**src/rtl/cp0_regfile_pkg.sv**
```systemverilog
// Shared CP0 types, register addresses and exception codes.
// Used by cp0_regfile, cp0_timer and cp0_regfile_if.
package cp0_regfile_pkg;

    typedef logic [31:0] uint32_t;
    typedef logic [31:0] virt_t;

    typedef struct packed {
        logic       bd;
        logic       ex;
        logic [4:0] exccode;
        virt_t      badvaddr;
    } exception_t;

    // Addresses are {rd[4:0], sel[2:0]}.
    localparam logic [7:0] C0_BADVADDR = 8'h40;
    localparam logic [7:0] C0_COUNT    = 8'h48;
    localparam logic [7:0] C0_COMPARE  = 8'h58;
    localparam logic [7:0] C0_STATUS   = 8'h60;
    localparam logic [7:0] C0_CAUSE    = 8'h68;
    localparam logic [7:0] C0_EPC      = 8'h70;

    localparam logic [4:0] EXC_INT  = 5'h00;
    localparam logic [4:0] EXC_ADEL = 5'h04;
    localparam logic [4:0] EXC_ADES = 5'h05;
    localparam logic [4:0] EXC_SYS  = 5'h08;
    localparam logic [4:0] EXC_BP   = 5'h09;
    localparam logic [4:0] EXC_RI   = 5'h0a;
    localparam logic [4:0] EXC_OV   = 5'h0c;

    typedef struct packed {
        logic [8:0] zero0;
        logic       bev;
        logic [5:0] zero1;
        logic [7:0] im;
        logic [5:0] zero2;
        logic       exl;
        logic       ie;
    } cp0_status_t;

    typedef struct packed {
        logic        bd;
        logic        ti;
        logic [13:0] zero0;
        logic [7:0]  ip;
        logic        zero1;
        logic [4:0]  exccode;
        logic [1:0]  zero2;
    } cp0_cause_t;

endpackage

```
**src/rtl/cp0_regfile_if.sv**
```systemverilog
// Writeback-stage CP0 interface: pipeline is master, cp0_regfile is slave.
interface cp0_regfile_if;
    import cp0_regfile_pkg::*;

    logic       c0_we;
    logic [7:0] c0_addr;
    uint32_t    c0_wdata;
    uint32_t    c0_rdata;
    logic       c0_eret_flush;
    exception_t c0_exception;
    virt_t      c0_pc;
    virt_t      epc;
    logic       int_pending;

    modport master (
        output c0_we, c0_addr, c0_wdata, c0_eret_flush, c0_exception, c0_pc,
        input  c0_rdata, epc, int_pending
    );

    modport slave (
        input  c0_we, c0_addr, c0_wdata, c0_eret_flush, c0_exception, c0_pc,
        output c0_rdata, epc, int_pending
    );

endinterface

```
**src/rtl/cp0_timer.sv**
```systemverilog
// Count/Compare timer: Count advances every second cycle, TI latches on match.
// Only instantiated when CP0_TIMER_EN is defined.
module cp0_timer
    import cp0_regfile_pkg::*;
(
    input  logic    clk,
    input  logic    resetn,
    input  logic    count_we,
    input  logic    compare_we,
    input  uint32_t wdata,
    output uint32_t count,
    output uint32_t compare,
    output logic    ti
);

    logic    tick_q, tick_d;
    uint32_t count_q, count_d;
    uint32_t compare_q, compare_d;
    logic    ti_q, ti_d;

    always_comb begin
        tick_d    = ~tick_q;
        count_d   = count_q + {31'b0, tick_q};
        compare_d = compare_q;
        ti_d      = ti_q;
        // A software Count write overrides the increment but leaves the tick phase alone.
        if (count_we) count_d = wdata;
        if (compare_we) begin
            compare_d = wdata;
            ti_d      = 1'b0;
        end else if (count_q == compare_q) begin
            ti_d = 1'b1;
        end
    end

    always_ff @(posedge clk) begin
        if (!resetn) begin
            tick_q    <= 1'b0;
            count_q   <= '0;
            compare_q <= '0;
            ti_q      <= 1'b0;
        end else begin
            tick_q    <= tick_d;
            count_q   <= count_d;
            compare_q <= compare_d;
            ti_q      <= ti_d;
        end
    end

    assign count   = count_q;
    assign compare = compare_q;
    assign ti      = ti_q;

endmodule

```
**src/rtl/cp0_regfile.sv**
```systemverilog
// CP0 register file: Status/Cause/EPC/BadVAddr, exception entry, ERET, interrupt request.
// Define CP0_TIMER_EN to include the Count/Compare timer (cp0_timer).
module cp0_regfile
    import cp0_regfile_pkg::*;
(
    input  logic           clk,
    input  logic           resetn,
    cp0_regfile_if.slave   bus,
    input  logic [5:0]     ext_int
);

    logic [7:0] status_im_q, status_im_d;
    logic       status_exl_q, status_exl_d;
    logic       status_ie_q, status_ie_d;
    logic       cause_bd_q, cause_bd_d;
    logic [7:0] cause_ip_q, cause_ip_d;
    logic [4:0] cause_exccode_q, cause_exccode_d;
    virt_t      epc_q, epc_d;
    virt_t      badvaddr_q, badvaddr_d;

    exception_t exc;
    logic       we_go;
    logic       ti;
    uint32_t    count_val;
    uint32_t    compare_val;

    assign exc   = bus.c0_exception;
    assign we_go = bus.c0_we & ~exc.ex & ~bus.c0_eret_flush;

`ifdef CP0_TIMER_EN
    logic count_we;
    logic compare_we;

    assign count_we   = we_go && (bus.c0_addr == C0_COUNT);
    assign compare_we = we_go && (bus.c0_addr == C0_COMPARE);

    cp0_timer u_timer (
        .clk        (clk),
        .resetn     (resetn),
        .count_we   (count_we),
        .compare_we (compare_we),
        .wdata      (bus.c0_wdata),
        .count      (count_val),
        .compare    (compare_val),
        .ti         (ti)
    );
`else
    assign ti          = 1'b0;
    assign count_val   = '0;
    assign compare_val = '0;
`endif

    always_comb begin
        status_im_d     = status_im_q;
        status_exl_d    = status_exl_q;
        status_ie_d     = status_ie_q;
        cause_bd_d      = cause_bd_q;
        cause_ip_d      = cause_ip_q;
        cause_exccode_d = cause_exccode_q;
        epc_d           = epc_q;
        badvaddr_d      = badvaddr_q;

        cause_ip_d[7:2] = {ti | ext_int[5], ext_int[4:0]};

        if (exc.ex) begin
            // Nested exceptions keep the original EPC/BD so the outer handler can return.
            if (!status_exl_q) begin
                epc_d      = exc.bd ? (bus.c0_pc - 32'd4) : bus.c0_pc;
                cause_bd_d = exc.bd;
            end
            status_exl_d    = 1'b1;
            cause_exccode_d = exc.exccode;
            if (exc.exccode == EXC_ADEL || exc.exccode == EXC_ADES)
                badvaddr_d = exc.badvaddr;
        end else if (bus.c0_eret_flush) begin
            status_exl_d = 1'b0;
        end else if (we_go) begin
            case (bus.c0_addr)
                C0_STATUS: begin
                    status_im_d  = bus.c0_wdata[15:8];
                    status_exl_d = bus.c0_wdata[1];
                    status_ie_d  = bus.c0_wdata[0];
                end
                C0_CAUSE: cause_ip_d[1:0] = bus.c0_wdata[9:8];
                C0_EPC:   epc_d = bus.c0_wdata;
                default: ;
            endcase
        end
    end

    always_ff @(posedge clk) begin
        if (!resetn) begin
            status_im_q     <= '0;
            status_exl_q    <= 1'b0;
            status_ie_q     <= 1'b0;
            cause_bd_q      <= 1'b0;
            cause_ip_q      <= '0;
            cause_exccode_q <= '0;
            epc_q           <= '0;
            badvaddr_q      <= '0;
        end else begin
            status_im_q     <= status_im_d;
            status_exl_q    <= status_exl_d;
            status_ie_q     <= status_ie_d;
            cause_bd_q      <= cause_bd_d;
            cause_ip_q      <= cause_ip_d;
            cause_exccode_q <= cause_exccode_d;
            epc_q           <= epc_d;
            badvaddr_q      <= badvaddr_d;
        end
    end

    cp0_status_t status_rd;
    cp0_cause_t  cause_rd;

    always_comb begin
        status_rd     = '0;
        status_rd.bev = 1'b1;
        status_rd.im  = status_im_q;
        status_rd.exl = status_exl_q;
        status_rd.ie  = status_ie_q;

        cause_rd         = '0;
        cause_rd.bd      = cause_bd_q;
        cause_rd.ti      = ti;
        cause_rd.ip      = cause_ip_q;
        cause_rd.exccode = cause_exccode_q;

        case (bus.c0_addr)
            C0_BADVADDR: bus.c0_rdata = badvaddr_q;
            C0_COUNT:    bus.c0_rdata = count_val;
            C0_COMPARE:  bus.c0_rdata = compare_val;
            C0_STATUS:   bus.c0_rdata = status_rd;
            C0_CAUSE:    bus.c0_rdata = cause_rd;
            C0_EPC:      bus.c0_rdata = epc_q;
            default:     bus.c0_rdata = '0;
        endcase
    end

    assign bus.epc         = epc_q;
    assign bus.int_pending = (|(cause_ip_q & status_im_q)) & status_ie_q & ~status_exl_q;

endmodule

```
**src/flat_wrapper.sv**
```systemverilog
// flat-port wrapper written by rule: the top's interface ports become plain ports
module cp0_regfile_flat import cp0_regfile_pkg::*;
  (clk, resetn, ext_int, bus_c0_we, bus_c0_addr, bus_c0_wdata, bus_c0_eret_flush, bus_c0_exception, bus_c0_pc, bus_c0_rdata, bus_epc, bus_int_pending);
  cp0_regfile_if bus_i ();
  input  logic clk;
  input  logic resetn;
  input  logic [5:0] ext_int;
  input wire logic [$bits(bus_i.c0_we)-1:0] bus_c0_we;
  input wire logic [$bits(bus_i.c0_addr)-1:0] bus_c0_addr;
  input wire logic [$bits(bus_i.c0_wdata)-1:0] bus_c0_wdata;
  input wire logic [$bits(bus_i.c0_eret_flush)-1:0] bus_c0_eret_flush;
  input wire logic [$bits(bus_i.c0_exception)-1:0] bus_c0_exception;
  input wire logic [$bits(bus_i.c0_pc)-1:0] bus_c0_pc;
  output wire logic [$bits(bus_i.c0_rdata)-1:0] bus_c0_rdata;
  output wire logic [$bits(bus_i.epc)-1:0] bus_epc;
  output wire logic [$bits(bus_i.int_pending)-1:0] bus_int_pending;
  assign bus_i.c0_we = bus_c0_we;
  assign bus_i.c0_addr = bus_c0_addr;
  assign bus_i.c0_wdata = bus_c0_wdata;
  assign bus_i.c0_eret_flush = bus_c0_eret_flush;
  assign bus_i.c0_exception = bus_c0_exception;
  assign bus_i.c0_pc = bus_c0_pc;
  assign bus_c0_rdata = bus_i.c0_rdata;
  assign bus_epc = bus_i.epc;
  assign bus_int_pending = bus_i.int_pending;
  cp0_regfile u_core (.clk(clk), .resetn(resetn), .bus(bus_i), .ext_int(ext_int));
endmodule
```
**config.mk**
```make
export PLATFORM = sky130hd
export DESIGN_NAME = cp0_regfile_flat
export DESIGN_NICKNAME = d
export VERILOG_FILES = /design/src/rtl/cp0_regfile_pkg.sv /design/src/rtl/cp0_regfile_if.sv /design/src/rtl/cp0_timer.sv /design/src/rtl/cp0_regfile.sv /design/src/flat_wrapper.sv
export SDC_FILE = /design/constraint.sdc
export NUM_CORES = 1
export LEC_CHECK = 0
export CAP_MARGIN = 0
export CELL_PAD_IN_SITES_DETAIL_PLACEMENT = 1
export CELL_PAD_IN_SITES_GLOBAL_PLACEMENT = 1
export CORE_ASPECT_RATIO = 0.8
export CORE_MARGIN = 4
export CORE_UTILIZATION = 34
export DETAILED_ROUTE_END_ITERATION = 10
export GPL_TIMING_DRIVEN = 0
export PLACE_DENSITY_LB_ADDON = 0.15
export REMOVE_ABC_BUFFERS = 1
export SLEW_MARGIN = 15
export SYNTH_ARGS = -nofsm -noshare
export SYNTH_HDL_FRONTEND = slang
export SYNTH_SLANG_ARGS = --single-unit
```
**constraint.sdc**
```tcl
create_clock -name clk -period 3.6 [get_ports clk]
set_clock_uncertainty 0.05 [all_clocks]
set_input_delay 0.72 -clock clk [delete_from_list [all_inputs] [get_ports clk]]
set_output_delay 0.72 -clock clk [all_outputs]
set_load 0.02 [all_outputs]
```
==> reports/metrics.json <==
{
  "yosys": {
    "syn_area_per_cell_um2": 8.23,
    "synth_sequential_area_ratio": 0.371,
    "predominant_post_synthesis_flop_cell": "sky130_fd_sc_hd__dfxtp_1",
    "syn-cell-area_um2": 4750,
    "asyncSetResetFlopFracSynth": 0,
    "synth_edf_count": 0,
    "synthCells": 577,
    "flip_flop_and_latch_count_after_synthesis": 88,
    "synth_cell_types": 67,
    "total_of_warnings_raised_by_yosys": 0
  },
  "final_layout": {
    "layout-drive-gt1-share": 0.108,
    "filler_cells": 1611,
    "fin_util": 0.523,
    "multiInputGateArea_um2": 2830,
    "finish.cell_count_without_fillers": 930,
    "area_delta_synth_final_pct": 49.9,
    "fin_nets": 867,
    "num_antenna_cells": 0,
    "layout.area.seq_um2": 1760
  },
  "worst_setup_path": {
    "timing.reg2reg.setup_slack_ps": 1400,
    "crit_type": "in -> out",
    "cp-end-kind": "output port",
    "worst_path_dominant_cell_family": "buffers and inverters",
    "timing.critical_path.arrival_ps": 2700,
    "ff2ff_path_depth": 4,
    "critical_register_to_register_path_startpoint": "u_core.status_exl_q",
    "endpoint_required_time_on_the_critical_path_ps": 2830,
    "timing.critical_path.fanout_max": 11,
    "rr_endpoint": "u_core.bus.epc[6]",
    "max_stage_delay_ps": 440,
    "crit_slowest_cell": "sky130_fd_sc_hd__clkdlybuf4s50_1",
    "crit_buf_inv": 3,
    "crit_path_start_kind": "input port",
    "crit_path_cell_trace": "clkdlybuf4s50_1 -> nor4_4 -> nand3b_1 -> buf_4 -> nor4bb_2 -> a221o_1 -> dlygate4sd2_1"
  },
  "clock_network": {
    "cts_hold_repair.buffers": 0,
    "cts_buffers": 9,
    "root_buffer": "sky130_fd_sc_hd__clkbuf_16",
    "cts_num_sinks": 88,
    "clk_path_buf_depth": 2,
    "cts.reportedPaths.clkPinSlew_ps": 60,
    "tritoncts": "done",
    "clkLatencyLatePin_ps": 360,
    "h-tree-depth": 3
  },
  "timing": {
    "timing.final.crit_share": 0.964,
    "slew_viol_final": 0,
    "tightestPinTransition_ps": 1050,
    "relSlewSlack": 0.299,
    "final-hold-violation-count": 0,
    "finalWorstPathRequiredPeriod_ps": 3470,
    "setup_repair_after_global_routing_missed_its_margin": "no",
    "max_freq_ghz": 0.288,
    "setup-violations-final": 0
  },
  "detailed_routing": {
    "drt_iter0_drc": 281,
    "post-route-drc-count": 0,
    "post_drt_wl_per_cell_um": 20.3,
    "via_count": 5111,
    "route.antenna.remaining_nets": 0,
    "routed_wirelength_mm": 18.9,
    "first_pass_iters": 7,
    "route.detailed.vias_per_inst": 5.50
  },
  "min_path": {
    "whs_endpoint": "u_core.badvaddr_q[24]",
    "min_from": "u_core.badvaddr_q[24]",
    "hold-path-cell-count": 2,
    "min-delay-path-class": "reg -> reg"
  },
  "power": {
    "total_leakage_power_uw": 0.00272,
    "power.total_uw": 2520,
    "peakVddDrop_mv": 0.224,
    "power.density_cell_area_nw_per_um2": 355
  },
  "global_routing": {
    "grt_first_pass_wirelength_mm": 29.9,
    "leftover_overflow_at_the_end_of_global_routing": 0,
    "number_of_antenna_violations_at_the_first_check_in_global_routing": 0,
    "number_of_global_route_vias_before_repair": 5359,
    "grt_start_max_net_pins": 67,
    "gr-usage-all-layers": 0.236
  },
  "status": {
    "run_status": "completed"
  },
  "floorplanning": {
    "floorplan.die.height_um": 114,
    "ios": 186,
    "dieArea_um2": 15900,
    "die_width_um": 140,
    "core_area_um2": 13600,
    "floorplan.initialDensity": 0.349,
    "rows": 38
  },
  "job": {
    "drv.max_cap_violation_count": 0
  },
  "placement": {
    "port-buffer-count": 185,
    "numPlacedInstances": 907,
    "routabilityCongestion": 0.878,
    "detailed_place_hpwl_mm": 13.8
  }
}
==> worst max-delay path by stage <==
stage                               from               endpoint  slack [ps]  depth (start not counted)
floorplan                 bus_c0_addr[1]        bus_c0_rdata[2]        -350                          5
global placement    bus_c0_exception[37]  u_core.badvaddr_q[10]       -4740                          5
detailed placement        bus_c0_addr[1]        bus_c0_rdata[3]       -1010                          9
CTS                       bus_c0_addr[7]       bus_c0_rdata[24]           2                          7
global route              bus_c0_addr[7]        bus_c0_rdata[1]          30                          7
finish                    bus_c0_addr[7]        bus_c0_rdata[1]         130                          7
==> per-stage QoR <==
| stage | setup WS (ps) | instance area (um^2) | hold WS [ps] | setup TNS, ps |
|---|---|---|---|---|
| global placement | -4740 | 6660 | 391 | -273780 |
| detailed placement | -1010 | 6740 | 398 | -26820 |
| CTS | 1.55 | 7120 | 407 | 0 |
| finish | 130 | 7120 | 404 | 0 |
| global route | 34.2 | 7120 | 433 | 0 |
| floorplan | -350 | 4580 | 386 | -10030 |
==> registers in the layout, summed over array words and instances, names as in the netlist <==
name	cells
u_core.badvaddr_q	32
u_core.bus.epc	32
u_core.cause_bd_q	1
u_core.cause_exccode_q	5
u_core.cause_ip_q	8
u_core.status_exl_q	1
u_core.status_ie_q	1
u_core.status_im_q	8
==> placed cells by master, fill, tap and decap left out, types with 3 or more instances in the layout <==
| cell | count |
|---|---|
| sky130_fd_sc_hd__clkdlybuf4s50_1 | 150 |
| sky130_fd_sc_hd__nand2_1 | 106 |
| sky130_fd_sc_hd__dfxtp_1 | 88 |
| sky130_fd_sc_hd__a21oi_1 | 45 |
| sky130_fd_sc_hd__nor2_1 | 32 |
| sky130_fd_sc_hd__nand3_1 | 21 |
| sky130_fd_sc_hd__mux2i_1 | 20 |
| sky130_fd_sc_hd__a22o_1 | 16 |
| sky130_fd_sc_hd__xnor2_1 | 16 |
| sky130_fd_sc_hd__inv_1 | 12 |
| sky130_fd_sc_hd__o21ai_0 | 12 |
| sky130_fd_sc_hd__dlymetal6s2s_1 | 12 |
| sky130_fd_sc_hd__a22oi_1 | 10 |
| sky130_fd_sc_hd__nor3_1 | 10 |
| sky130_fd_sc_hd__o211ai_1 | 10 |
| sky130_fd_sc_hd__clkbuf_2 | 10 |
| sky130_fd_sc_hd__clkbuf_16 | 9 |
| sky130_fd_sc_hd__dlygate4sd2_1 | 9 |
| sky130_fd_sc_hd__mux2_2 | 8 |
| sky130_fd_sc_hd__and2_1 | 8 |
| sky130_fd_sc_hd__a31oi_1 | 8 |
| sky130_fd_sc_hd__nand4b_1 | 8 |
| sky130_fd_sc_hd__buf_4 | 8 |
| sky130_fd_sc_hd__a222oi_1 | 6 |
| sky130_fd_sc_hd__xor2_1 | 6 |
| sky130_fd_sc_hd__nor4_1 | 6 |
| sky130_fd_sc_hd__o221ai_1 | 6 |
| sky130_fd_sc_hd__a211o_1 | 5 |
| sky130_fd_sc_hd__o21ai_1 | 5 |
| sky130_fd_sc_hd__nand4_1 | 5 |
| sky130_fd_sc_hd__nor4_2 | 5 |
| sky130_fd_sc_hd__buf_2 | 5 |
| sky130_fd_sc_hd__nor4_4 | 3 |
| sky130_fd_sc_hd__a221o_1 | 3 |
| sky130_fd_sc_hd__nor4b_2 | 3 |
| sky130_fd_sc_hd__a211oi_1 | 3 |
| sky130_fd_sc_hd__nor3b_1 | 3 |
==> worst reg2reg max path: stages, from the launching register on <==
cell                       delay [ps]
sky130_fd_sc_hd__dfxtp_1          560
sky130_fd_sc_hd__nand2b_1         270
sky130_fd_sc_hd__nand2_1          660
sky130_fd_sc_hd__o211ai_1         390
sky130_fd_sc_hd__a21oi_1          120
==> power by group <==
part	leakage, uW	switching [uW]	total, uW	internal (uW)
logic	0.00185	212	441	229
clock network	0.000152	424	1030	608
registers	0.000719	35.8	1050	1010
==> logic make-up after synthesis <==
group                    count (synthesis)  synth area share
multiplexers                            28            0.0611
AND/OR/NAND/NOR                        241             0.275
XOR/XNOR                                22            0.0406
AO/OA/AOI/OAI                          142             0.204
flip-flops                              88             0.371
buffers and inverters                   55            0.0453
adder cells (fa/ha/maj)                  1           0.00263
==> layout make-up <==
cell class,instances,share of cell area
Clock buffer,9,0.0317
Clock inverter,7,0.0132
Inverter,13,0.00721
Multi-Input combinational cell,435,0.398
Sequential cell,88,0.248
Tap cell,180,0.0317
Timing Repair Buffer,198,0.271
==> cell usage after synthesis, drive strengths merged (13+ instances only) <==
cell type,n,share of area
dfxtp,88,0.37
nor4,14,0.033
o21ai,17,0.018
nand3,21,0.022
clkbuf,34,0.027
xnor2,16,0.030
mux2i,20,0.042
inv,13,0.010
a22o,16,0.030
a21oi,46,0.049
nand2,106,0.084
nor2,32,0.025
==> routing by layer <==
metal  track usage  wire [um]  part of all wire
met1         0.311       8700              0.46
met2         0.395       8840              0.47
met3        0.0599       1150             0.061
met4        0.0504        205             0.011
met5             0          0                 0
==> what timing repair did <==
action,4_1_cts,5_1_grt
cloned,1,0
setup endpoints to repair,31,23
buffers inserted,6,0
pin swaps,2,0
gates resized for setup,34,31
(Power assumes the default switching activity.)
